`src/rtl/serial_pkg.sv`:
```
// Shared definitions for the parity-protected serial link (receiver and transmitter).
package serial_pkg;

  // Receiver FSM encoding
  typedef enum logic [2:0] {
    ST_IDLE   = 3'd0,
    ST_START  = 3'd1,
    ST_DATA   = 3'd2,
    ST_PARITY = 3'd3,
    ST_STOP   = 3'd4
  } rx_state_e;

  // Frame line levels
  localparam logic START_BIT = 1'b0;
  localparam logic STOP_BIT  = 1'b1;
  localparam logic IDLE_LVL  = 1'b1;

  // Parity sense: value the XOR of data and parity bit must equal
  typedef enum logic {
    PAR_EVEN = 1'b0,
    PAR_ODD  = 1'b1
  } parity_sense_e;

  // Per-frame error flags delivered with each data word
  typedef struct packed {
    logic parity_err;
    logic frame_err;
  } rx_flags_t;

  // Seed for the running XOR so that a nonzero result means a parity mismatch
  function automatic logic parity_seed(input parity_sense_e sense);
    return (sense == PAR_ODD);
  endfunction

endpackage

```
`src/rtl/rx_sync2.sv`:
```
// Two-flop synchronizer for the asynchronous rx line; resets to the idle level.
module rx_sync2
  import serial_pkg::*;
(
  input  logic clk,
  input  logic rst_n,
  input  logic d,
  output logic q
);

  logic meta;

  // Double-register the asynchronous input
  always_ff @(posedge clk or negedge rst_n) begin
    if (!rst_n) begin
      meta <= IDLE_LVL;
      q    <= IDLE_LVL;
    end else begin
      meta <= d;
      q    <= meta;
    end
  end

endmodule

```
`src/rtl/serial_parity_rx.sv`:
```
// Oversampling receiver for idle-high start/data/parity/stop frames with parity and framing checks.
module serial_parity_rx
  import serial_pkg::*;
#(
  parameter int unsigned DATA_W     = 8,
  parameter bit          PARITY_ODD = 1'b0,
  parameter int unsigned OVS        = 16
) (
  input  logic              clk,
  input  logic              rst_n,
  input  logic              rx_in,
  input  logic              tick,
  output logic [DATA_W-1:0] data_out,
  output logic              data_valid,
  output logic              parity_err,
  output logic              frame_err,
  output logic              busy
);

  localparam int unsigned TICK_W = $clog2(OVS);
  localparam int unsigned BIT_W  = $clog2(DATA_W);

  localparam logic [TICK_W-1:0] TICK_MID  = TICK_W'(OVS / 2 - 1);
  localparam logic [TICK_W-1:0] TICK_LAST = TICK_W'(OVS - 1);
  localparam logic [BIT_W-1:0]  BIT_LAST  = BIT_W'(DATA_W - 1);

  localparam parity_sense_e SENSE    = PARITY_ODD ? PAR_ODD : PAR_EVEN;
  localparam logic          PAR_SEED = parity_seed(SENSE);

  logic rx_s;

  rx_state_e         state,    state_n;
  logic [TICK_W-1:0] tick_cnt, tick_cnt_n;
  logic [BIT_W-1:0]  bit_cnt,  bit_cnt_n;
  logic [DATA_W-1:0] shift,    shift_n;
  logic              par,      par_n;
  logic              perr,     perr_n;
  logic              brk,      brk_n;
  logic              busy_n;
  logic [DATA_W-1:0] data_out_n;
  logic              data_valid_n;
  rx_flags_t         flags,    flags_n;

  rx_sync2 u_sync (
    .clk   (clk),
    .rst_n (rst_n),
    .d     (rx_in),
    .q     (rx_s)
  );

  // State, counters, datapath and registered outputs
  always_ff @(posedge clk or negedge rst_n) begin
    if (!rst_n) begin
      state      <= ST_IDLE;
      tick_cnt   <= '0;
      bit_cnt    <= '0;
      shift      <= '0;
      par        <= 1'b0;
      perr       <= 1'b0;
      brk        <= 1'b0;
      busy       <= 1'b0;
      data_out   <= '0;
      data_valid <= 1'b0;
      flags      <= '0;
    end else begin
      state      <= state_n;
      tick_cnt   <= tick_cnt_n;
      bit_cnt    <= bit_cnt_n;
      shift      <= shift_n;
      par        <= par_n;
      perr       <= perr_n;
      brk        <= brk_n;
      busy       <= busy_n;
      data_out   <= data_out_n;
      data_valid <= data_valid_n;
      flags      <= flags_n;
    end
  end

  // Next-state and datapath logic; everything advances only on tick
  always_comb begin
    state_n      = state;
    tick_cnt_n   = tick_cnt;
    bit_cnt_n    = bit_cnt;
    shift_n      = shift;
    par_n        = par;
    perr_n       = perr;
    brk_n        = brk;
    busy_n       = busy;
    data_out_n   = data_out;
    flags_n      = flags;
    data_valid_n = 1'b0;

    if (tick) begin
      // Break is released as soon as the line is seen back at idle
      if (rx_s == IDLE_LVL) begin
        brk_n = 1'b0;
      end

      case (state)
        ST_IDLE: begin
          if (!brk && rx_s == START_BIT) begin
            state_n    = ST_START;
            tick_cnt_n = '0;
            busy_n     = 1'b1;
          end
        end

        ST_START: begin
          if (tick_cnt == TICK_MID) begin
            tick_cnt_n = '0;
            if (rx_s == START_BIT) begin
              state_n   = ST_DATA;
              bit_cnt_n = '0;
              par_n     = PAR_SEED;
            end else begin
              // Start glitch: drop back without touching the output flags
              state_n = ST_IDLE;
              busy_n  = 1'b0;
            end
          end else begin
            tick_cnt_n = tick_cnt + TICK_W'(1);
          end
        end

        ST_DATA: begin
          if (tick_cnt == TICK_LAST) begin
            tick_cnt_n = '0;
            shift_n    = {rx_s, shift[DATA_W-1:1]};
            par_n      = par ^ rx_s;
            if (bit_cnt == BIT_LAST) begin
              state_n   = ST_PARITY;
              bit_cnt_n = '0;
            end else begin
              bit_cnt_n = bit_cnt + BIT_W'(1);
            end
          end else begin
            tick_cnt_n = tick_cnt + TICK_W'(1);
          end
        end

        ST_PARITY: begin
          if (tick_cnt == TICK_LAST) begin
            tick_cnt_n = '0;
            perr_n     = par ^ rx_s;
            state_n    = ST_STOP;
          end else begin
            tick_cnt_n = tick_cnt + TICK_W'(1);
          end
        end

        ST_STOP: begin
          if (tick_cnt == TICK_LAST) begin
            tick_cnt_n         = '0;
            state_n            = ST_IDLE;
            busy_n             = 1'b0;
            data_out_n         = shift;
            flags_n.parity_err = perr;
            flags_n.frame_err  = (rx_s != STOP_BIT);
            data_valid_n       = 1'b1;
            if (rx_s != STOP_BIT) begin
              brk_n = 1'b1;
            end
          end else begin
            tick_cnt_n = tick_cnt + TICK_W'(1);
          end
        end

        default: begin
          state_n    = ST_IDLE;
          tick_cnt_n = '0;
          bit_cnt_n  = '0;
          busy_n     = 1'b0;
        end
      endcase
    end
  end

  assign parity_err = flags.parity_err;
  assign frame_err  = flags.frame_err;

endmodule
```
`config.mk`:
```
export PLATFORM = sky130hd
export DESIGN_NAME = serial_parity_rx
export DESIGN_NICKNAME = d
export VERILOG_FILES = /design/src/rtl/serial_pkg.sv /design/src/rtl/rx_sync2.sv /design/src/rtl/serial_parity_rx.sv
export SDC_FILE = /design/constraint.sdc
export NUM_CORES = 1
export LEC_CHECK = 0
export ABC_AREA = 1
export ABC_CLOCK_PERIOD_IN_PS = 3700
export CAP_MARGIN = 20
export CORE_ASPECT_RATIO = 0.9
export CORE_MARGIN = 2
export CORE_UTILIZATION = 35
export DETAILED_ROUTE_END_ITERATION = 8
export PLACE_DENSITY_LB_ADDON = 0.1
export SYNTH_ARGS = -nofsm -noshare
export SYNTH_HDL_FRONTEND = slang
export SYNTH_HIERARCHICAL = 1
export SYNTH_SLANG_ARGS = --single-unit
```
`constraint.sdc`:
```
create_clock -name clk -period 3.7 [get_ports clk]
set_input_delay 0.925 -clock clk [delete_from_list [all_inputs] [get_ports clk]]
set_output_delay 0.925 -clock clk [all_outputs]
set_load 0.005 [all_outputs]
```
# Word-level counts from Yosys, hierarchy flattened
# Cells that the tools add are included.
[totals]
ff_bits = 35
latch_bits = 0
mem_bits_rw = 0
mem_bits_ro = 0
inputBits = 4
out_inout_bits = 12
elab_cells = 83
mem_count = 0
[classes]
add_sub_neg = 2
n_mul = 0
div = 0
order_cmp = 0
n_eq_ne = 15
shifts = 0
mux = 33
bitwise = 4
reduce_logical = 15
[ops]
columns = ["op", "count"]
rows = [
  ["3-bit 2-to-1 mux", 10],
  ["3-bit case mux with 5 select lines", 1],
  ["1-bit 2-to-1 mux", 14],
  ["2-bit inequality test (second input constant)", 7],
  ["4-bit 2-to-1 mux", 3],
  ["4-bit case mux with 3 select lines", 1],
  ["5-bit AND reduction", 2],
  ["3-bit case mux with 3 select lines", 1],
  ["3-bit AND reduction", 3],
  ["7-bit AND reduction", 1],
  ["3-bit by 2-bit == test with 1-bit output (second input constant)", 2],
  ["3-bit == test (second input constant)", 2],
  ["6-bit AND reduction", 1],
  ["3-bit OR reduction", 2],
  ["4-bit by 1-bit adder with 4-bit output (second input constant)", 1],
  ["4-bit by 3-bit == test with 1-bit output (second input constant)", 1],
  ["4-bit == test (second input constant)", 1],
  ["1-bit case mux with 4 select lines", 1],
  ["3-bit by 1-bit adder with 3-bit output (second input constant)", 1],
  ["3-bit by 1-bit == test with 1-bit output (second input constant)", 1],
  ["3-bit logical NOT", 1],
  ["1-bit NOT", 3],
  ["2-bit 2-to-1 mux", 1],
  ["2-bit by 1-bit inequality test with 1-bit output (second input constant)", 1],
  ["7 further kinds", 7],
]

# Logic depth before layout (Yosys ltp)
[depth]
depth_word = 4
mapped_depth = 9

# Modules after synthesis
# The synthesis kept the hierarchy.
[modules_own_cells]
columns = ["mod", "n_inst", "cells_per_inst", "area_per_inst_um2", "seq_area_each_um2"]
rows = [
  ["serial_parity_rx", 1, 208, 1767.9, 825.8],
  ["rx_sync2", 1, 2, 52.6, 52.6],
]

# Worst setup path after synthesis
# No wires, ideal clock.
[synth_timing]
kind = "input port to flip-flop"
from = "input port tick"
to = "register shift[6]"
t_arrival_ps = 1448
setup_slack_ps = 2134
path_stages = 6
path_buffers = 1
path_cell_list = "inv_2 -> nor2_4 -> nand3_4 -> buf_6 -> nand2_1 -> o21ai_2"
[synth_between]
elab_chain_cells = 1
[synth_lines]
columns = ["item", "line", "rtl"]
rows = [
  ["start, declared", "serial_parity_rx.sv:12", "input logic tick,"],
  ["3-bit AND reduction (no line)", "n/a", ""],
  ["end signal, assigned", "serial_parity_rx.sv:69", "shift <= shift_n;"],
  ["end, declared", "serial_parity_rx.sv:35", "logic [DATA_W-1:0] shift, shift_n;"],
]
# Every way passes these cells.
# A chain may end at the register's enable or synchronous reset.

# Worst setup path in the final report
[layout_timing]
from = "input port tick"
to = "register data_out[5]"
[layout_between]
elab_chain_cells = 1
[layout_lines]
columns = ["item", "line", "rtl"]
rows = [
  ["3-bit AND reduction (no line)", "n/a", ""],
  ["end signal, assigned", "serial_parity_rx.sv:74", "data_out <= data_out_n;"],
  ["end, declared", "serial_parity_rx.sv:13", "output logic [DATA_W-1:0] data_out,"],
]
# Every way passes these cells.

==> metrics.txt <==
# TYPE chip_impl_metric gauge
chip_impl_info{name="run_status",value="finished, final reports clean"} 1
chip_impl_info{name="cp_cell_sequence",value="clkdlybuf4s50_1, inv_2, nor2_4, nand2_1, nand2_1, o21ai_2"} 1
chip_impl_info{name="tritoncts",value="done"} 1
chip_impl_metric{name="r2r_cells",unit=""} 6
chip_impl_info{name="most_common_cell_in_the_netlist",value="sky130_fd_sc_hd__nand2_1"} 1
chip_impl_metric{name="report.final.setup_viol",unit=""} 0
chip_impl_metric{name="drt_iter0_drc",unit=""} 73
chip_impl_metric{name="fmax",unit="MHz"} 402
chip_impl_info{name="critical_path.reg2reg.endpoint",value="data_out[5]"} 1
chip_impl_metric{name="clkLatencyLatePin",unit="ns"} 0.28
chip_impl_metric{name="final_count_of_hold_timing_violations",unit=""} 0
chip_impl_info{name="hold_path_class",value="reg -> reg"} 1
chip_impl_metric{name="floorplan.core_area",unit="um2"} 4920
chip_impl_metric{name="nets",unit=""} 233
chip_impl_metric{name="maxSlewHeadroom",unit="%"} 40.4
chip_impl_metric{name="die-area",unit="um2"} 5800
chip_impl_metric{name="crit_required",unit="ns"} 3.85
chip_impl_metric{name="nFillCells",unit=""} 496
chip_impl_metric{name="hold-path-cell-count",unit=""} 0
chip_impl_info{name="yosys_most_used_dff",value="sky130_fd_sc_hd__dfrtp_1"} 1
chip_impl_metric{name="final.setup.worst_slack",unit="ns"} 1.21
chip_impl_metric{name="cts.reportedPaths.clkPinSlew",unit="ns"} 0.07
chip_impl_info{name="hold-path-endpoint",value="u_sync/q"} 1
chip_impl_metric{name="setup_repair_bufs_after_cts",unit=""} 0
chip_impl_metric{name="first_pass_iters",unit=""} 4
chip_impl_metric{name="fin_crit_sh",unit="%"} 67.2
chip_impl_metric{name="routed_via_density",unit=""} 4.54
chip_impl_metric{name="drc",unit=""} 0
chip_impl_info{name="synth_top_cells_by_count",value="68 x sky130_fd_sc_hd__nand2_1, 33 x sky130_fd_sc_hd__dfrtp_1, 19 x sky130_fd_sc_hd__nand3_1"} 1
chip_impl_metric{name="timing.critical_path.arrival",unit="ns"} 2.63
chip_impl_metric{name="finalWeightedCongestion",unit=""} 0.877
chip_impl_info{name="regToRegStartpoint",value="tick_cnt[0]"} 1
chip_impl_info{name="setup.worst_path.class",value="in -> reg"} 1
chip_impl_metric{name="port_buffers",unit=""} 15
chip_impl_metric{name="antenna_found_initial",unit=""} 0
chip_impl_metric{name="mappedNetlistArea",unit="um2"} 1820
chip_impl_info{name="worst_setup_path_end_kind",value="flop"} 1
chip_impl_metric{name="r2r_slack",unit="ns"} 1.74
chip_impl_info{name="cpMostUsedCell",value="sky130_fd_sc_hd__nand2_1"} 1
chip_impl_metric{name="max-cap-violations",unit=""} 0
chip_impl_metric{name="cts-htree-levels",unit=""} 2
chip_impl_metric{name="cts.sink_count",unit=""} 35
chip_impl_metric{name="grt_first_pass_wirelength",unit="mm"} 5.98
chip_impl_metric{name="routed_wirelength",unit="mm"} 3.37
chip_impl_metric{name="final.setup.tns",unit="ns"} 0
chip_impl_metric{name="period_minus_slack",unit="ns"} 2.49
chip_impl_metric{name="final_layout_size_suffix_gt1_share",unit="%"} 19.5
chip_impl_metric{name="grt_pass1_vias",unit=""} 1262
chip_impl_metric{name="cts_max_path_buffers",unit=""} 2
chip_impl_metric{name="globalRouteOverflowTotal",unit=""} 0
chip_impl_metric{name="grt.total_usage",unit="%"} 13.4
chip_impl_metric{name="number_of_enable_flip_flop_cells_after_synthesis",unit=""} 0
chip_impl_metric{name="power_density_normalized_to_cell_area",unit="nW/um2"} 535
chip_impl_metric{name="wirelength_met1",unit="mm"} 1.83
chip_impl_metric{name="yosys_register_bits",unit=""} 35
chip_impl_metric{name="p_leak",unit="nW"} 1.01
chip_impl_metric{name="ys_seq_area_share",unit="%"} 48.2
chip_impl_metric{name="vias",unit=""} 1322
chip_impl_metric{name="mappedNetlistNets",unit=""} 217
chip_impl_info{name="synth_largest_area_cell",value="sky130_fd_sc_hd__dfrtp_1"} 1
chip_impl_metric{name="post_cts_hold_buffer_count",unit=""} 0
chip_impl_metric{name="timing_worst_slew_pin_value",unit="ns"} 0.891
chip_impl_info{name="yosys-top-cells-area",value="sky130_fd_sc_hd__dfrtp_1 45%, sky130_fd_sc_hd__nand2_1 14%, sky130_fd_sc_hd__o21ai_2 8.2%, sky130_fd_sc_hd__nand3_1 5.2%, sky130_fd_sc_hd__nor2_1 3.5%"} 1
chip_impl_metric{name="routed-wl-met3",unit="um"} 121
chip_impl_metric{name="vertical_die_dimension",unit="um"} 72.4
chip_impl_metric{name="horizontal_extent_of_the_die",unit="um"} 80.0
chip_impl_info{name="timing.critical_path.slowest_stage_cell",value="sky130_fd_sc_hd__clkdlybuf4s50_1"} 1
chip_impl_info{name="highest_layer",value="met4"} 1
chip_impl_info{name="clockRootBuffer",value="sky130_fd_sc_hd__clkbuf_8"} 1
chip_impl_metric{name="antenna_cells_inserted",unit=""} 0
chip_impl_info{name="timing.hold.worst.start",value="u_sync/meta"} 1
chip_impl_metric{name="yosys.cell_types.count",unit=""} 23
chip_impl_metric{name="boundary_pin_count",unit=""} 16
chip_impl_metric{name="syn_area_per_cell",unit="um2"} 8.67
chip_impl_metric{name="dp_slack",unit="ns"} 0.927
chip_impl_info{name="worst_setup_path_start_kind",value="input pin"} 1
chip_impl_metric{name="ant_nets",unit=""} 0
chip_impl_metric{name="synth.top_cell.area_share",unit="%"} 45.4
chip_impl_metric{name="asyncSetResetFlopFracSynth",unit="%"} 100
chip_impl_metric{name="netlist_instances",unit=""} 210
chip_impl_metric{name="drt-wirelength-per-cell",unit="um"} 11.6
chip_impl_metric{name="tritoncts.num_buffers",unit=""} 5
chip_impl_metric{name="yosys_warnings",unit=""} 6
chip_impl_metric{name="initial_utilization",unit="%"} 37.0
chip_impl_metric{name="drv_slew",unit=""} 0
chip_impl_metric{name="critical_path_peak_fanout",unit=""} 20
chip_impl_metric{name="area_delta_synth_final",unit="%"} 14.6
chip_impl_metric{name="site_row_count",unit=""} 24
chip_impl_info{name="grt_setup_unrepaired",value="no"} 1
chip_impl_metric{name="grt_max_degree",unit=""} 36
chip_impl_metric{name="critPathMaxStageDelay",unit="ns"} 0.62
chip_impl_metric{name="place_hpwl",unit="mm"} 2.38
chip_impl_info{name="worst_path_dominant_cell_family",value="simple AND/OR/NAND/NOR gates"} 1
chip_impl_metric{name="critical_path_buf_inv_count",unit=""} 2
chip_impl_metric{name="final_setup_skew",unit="ns"} 0.00231
chip_impl_metric{name="dr_wl_met2",unit="mm"} 1.40
chip_impl_metric{name="power.ir.vdd_worst",unit="mV"} 0.388
chip_impl_metric{name="postCtsResizedCells",unit=""} 0
cells in the final DEF (no fill, tap or decap), drive strengths merged:
cell           instances
inv                   19
bufinv                 1
nor3                   2
clkinv                 1
clkdlybuf4s50         14
dfstp                  2
ha                     3
xnor2                  1
buf                    1
nand2                 73
dfrtp                 33
clkbuf                 6
nor2                  22
nand3                 22
a22oi                  1
nand4                  3
nor3b                  1
o21ai                 21
area by class of cell:
type	instances	area [um2]	area share, %
sequential	35	878	42.1
multi-input combinational	149	798	38.3
timing repair buffer	15	145	6.96
tap	65	81.3	3.90
inverter	20	80.1	3.84
clock buffer	6	72.6	3.48
clock inverter	1	30.0	1.44
where the power goes:
part	total [mW]	switching (mW)	internal (mW)	leakage (nW)
clock	0.329	0.131	0.197	0.0513
combinational	0.312	0.204	0.108	0.487
sequential	0.475	0.0559	0.419	0.476
metrics by stage:
step           power, mW  instance area, um2  hold WS (ns)  utilization (%)  instances
3_5_place_dp       0.793                1980         0.348             40.3        284
2_1_floorplan      0.725                1820         0.345                -        210
3_3_place_gp       0.797                1980         0.346             40.3        284
4_1_cts             1.13                2090         0.358             42.4        291
5_1_grt             1.20                2090         0.366             42.4        291
6_report            1.12                2090         0.357             42.4        291
worst reg2reg max path, cell delays in order, from the launching register on:
cell and delay, ns:
sky130_fd_sc_hd__dfrtp_1 0.41, sky130_fd_sc_hd__ha_1 0.23, sky130_fd_sc_hd__nand3_2 0.16, sky130_fd_sc_hd__nor2_4 0.17, sky130_fd_sc_hd__nand2_1 0.52, sky130_fd_sc_hd__nand2_1 0.27
sky130_fd_sc_hd__o21ai_2 0.07
worst max-delay path by stage:
| stage | start | to | slack, ns | cells past startpoint |
|---|---|---|---|---|
| final | tick | data_out[5] | 1.21 | 6 |
| after global routing | tick | data_out[5] | 1.13 | 6 |
| after CTS | tick | data_out[5] | 1.23 | 6 |
| after detailed placement | tick | data_out[5] | 0.93 | 6 |
| after global placement | tick | data_out[6] | 0.97 | 6 |
| after floorplan | tick | shift[6] | 2.13 | 6 |
logic make-up (layout without fill, tap and decap cells):
| group | Yosys count | count (layout) | synth area share, % |
|---|---|---|---|
| AOI/OAI and AO/OA | 22 | 22 | 9.97 |
| and+or+nand+nor | 123 | 123 | 31.3 |
| DFF | 35 | 35 | 48.2 |
| xor gates and xnor gates | 1 | 1 | 0.481 |
| buffers and inverters | 26 | 42 | 7.90 |
| adders and majority gates | 3 | 3 | 2.06 |
sequential cells by signal (all words and copies together), names as in the netlist:
register	count
shift	8
state	3
u_sync/meta	1
data_out	8
bit_cnt	3
parity_err	1
busy	1
u_sync/q	1
tick_cnt	4
brk	1
data_valid	1
frame_err	1
par	1
perr	1
metal layers:
layer | vias to the layer above | track usage (%)
li1 | 703 | -
met4 | 0 | 4.33
met5 | - | 0
met1 | 597 | 20.4
met2 | 20 | 17.8
met3 | 2 | 4.10
Note: power is estimated with default switching activity, not from simulation.
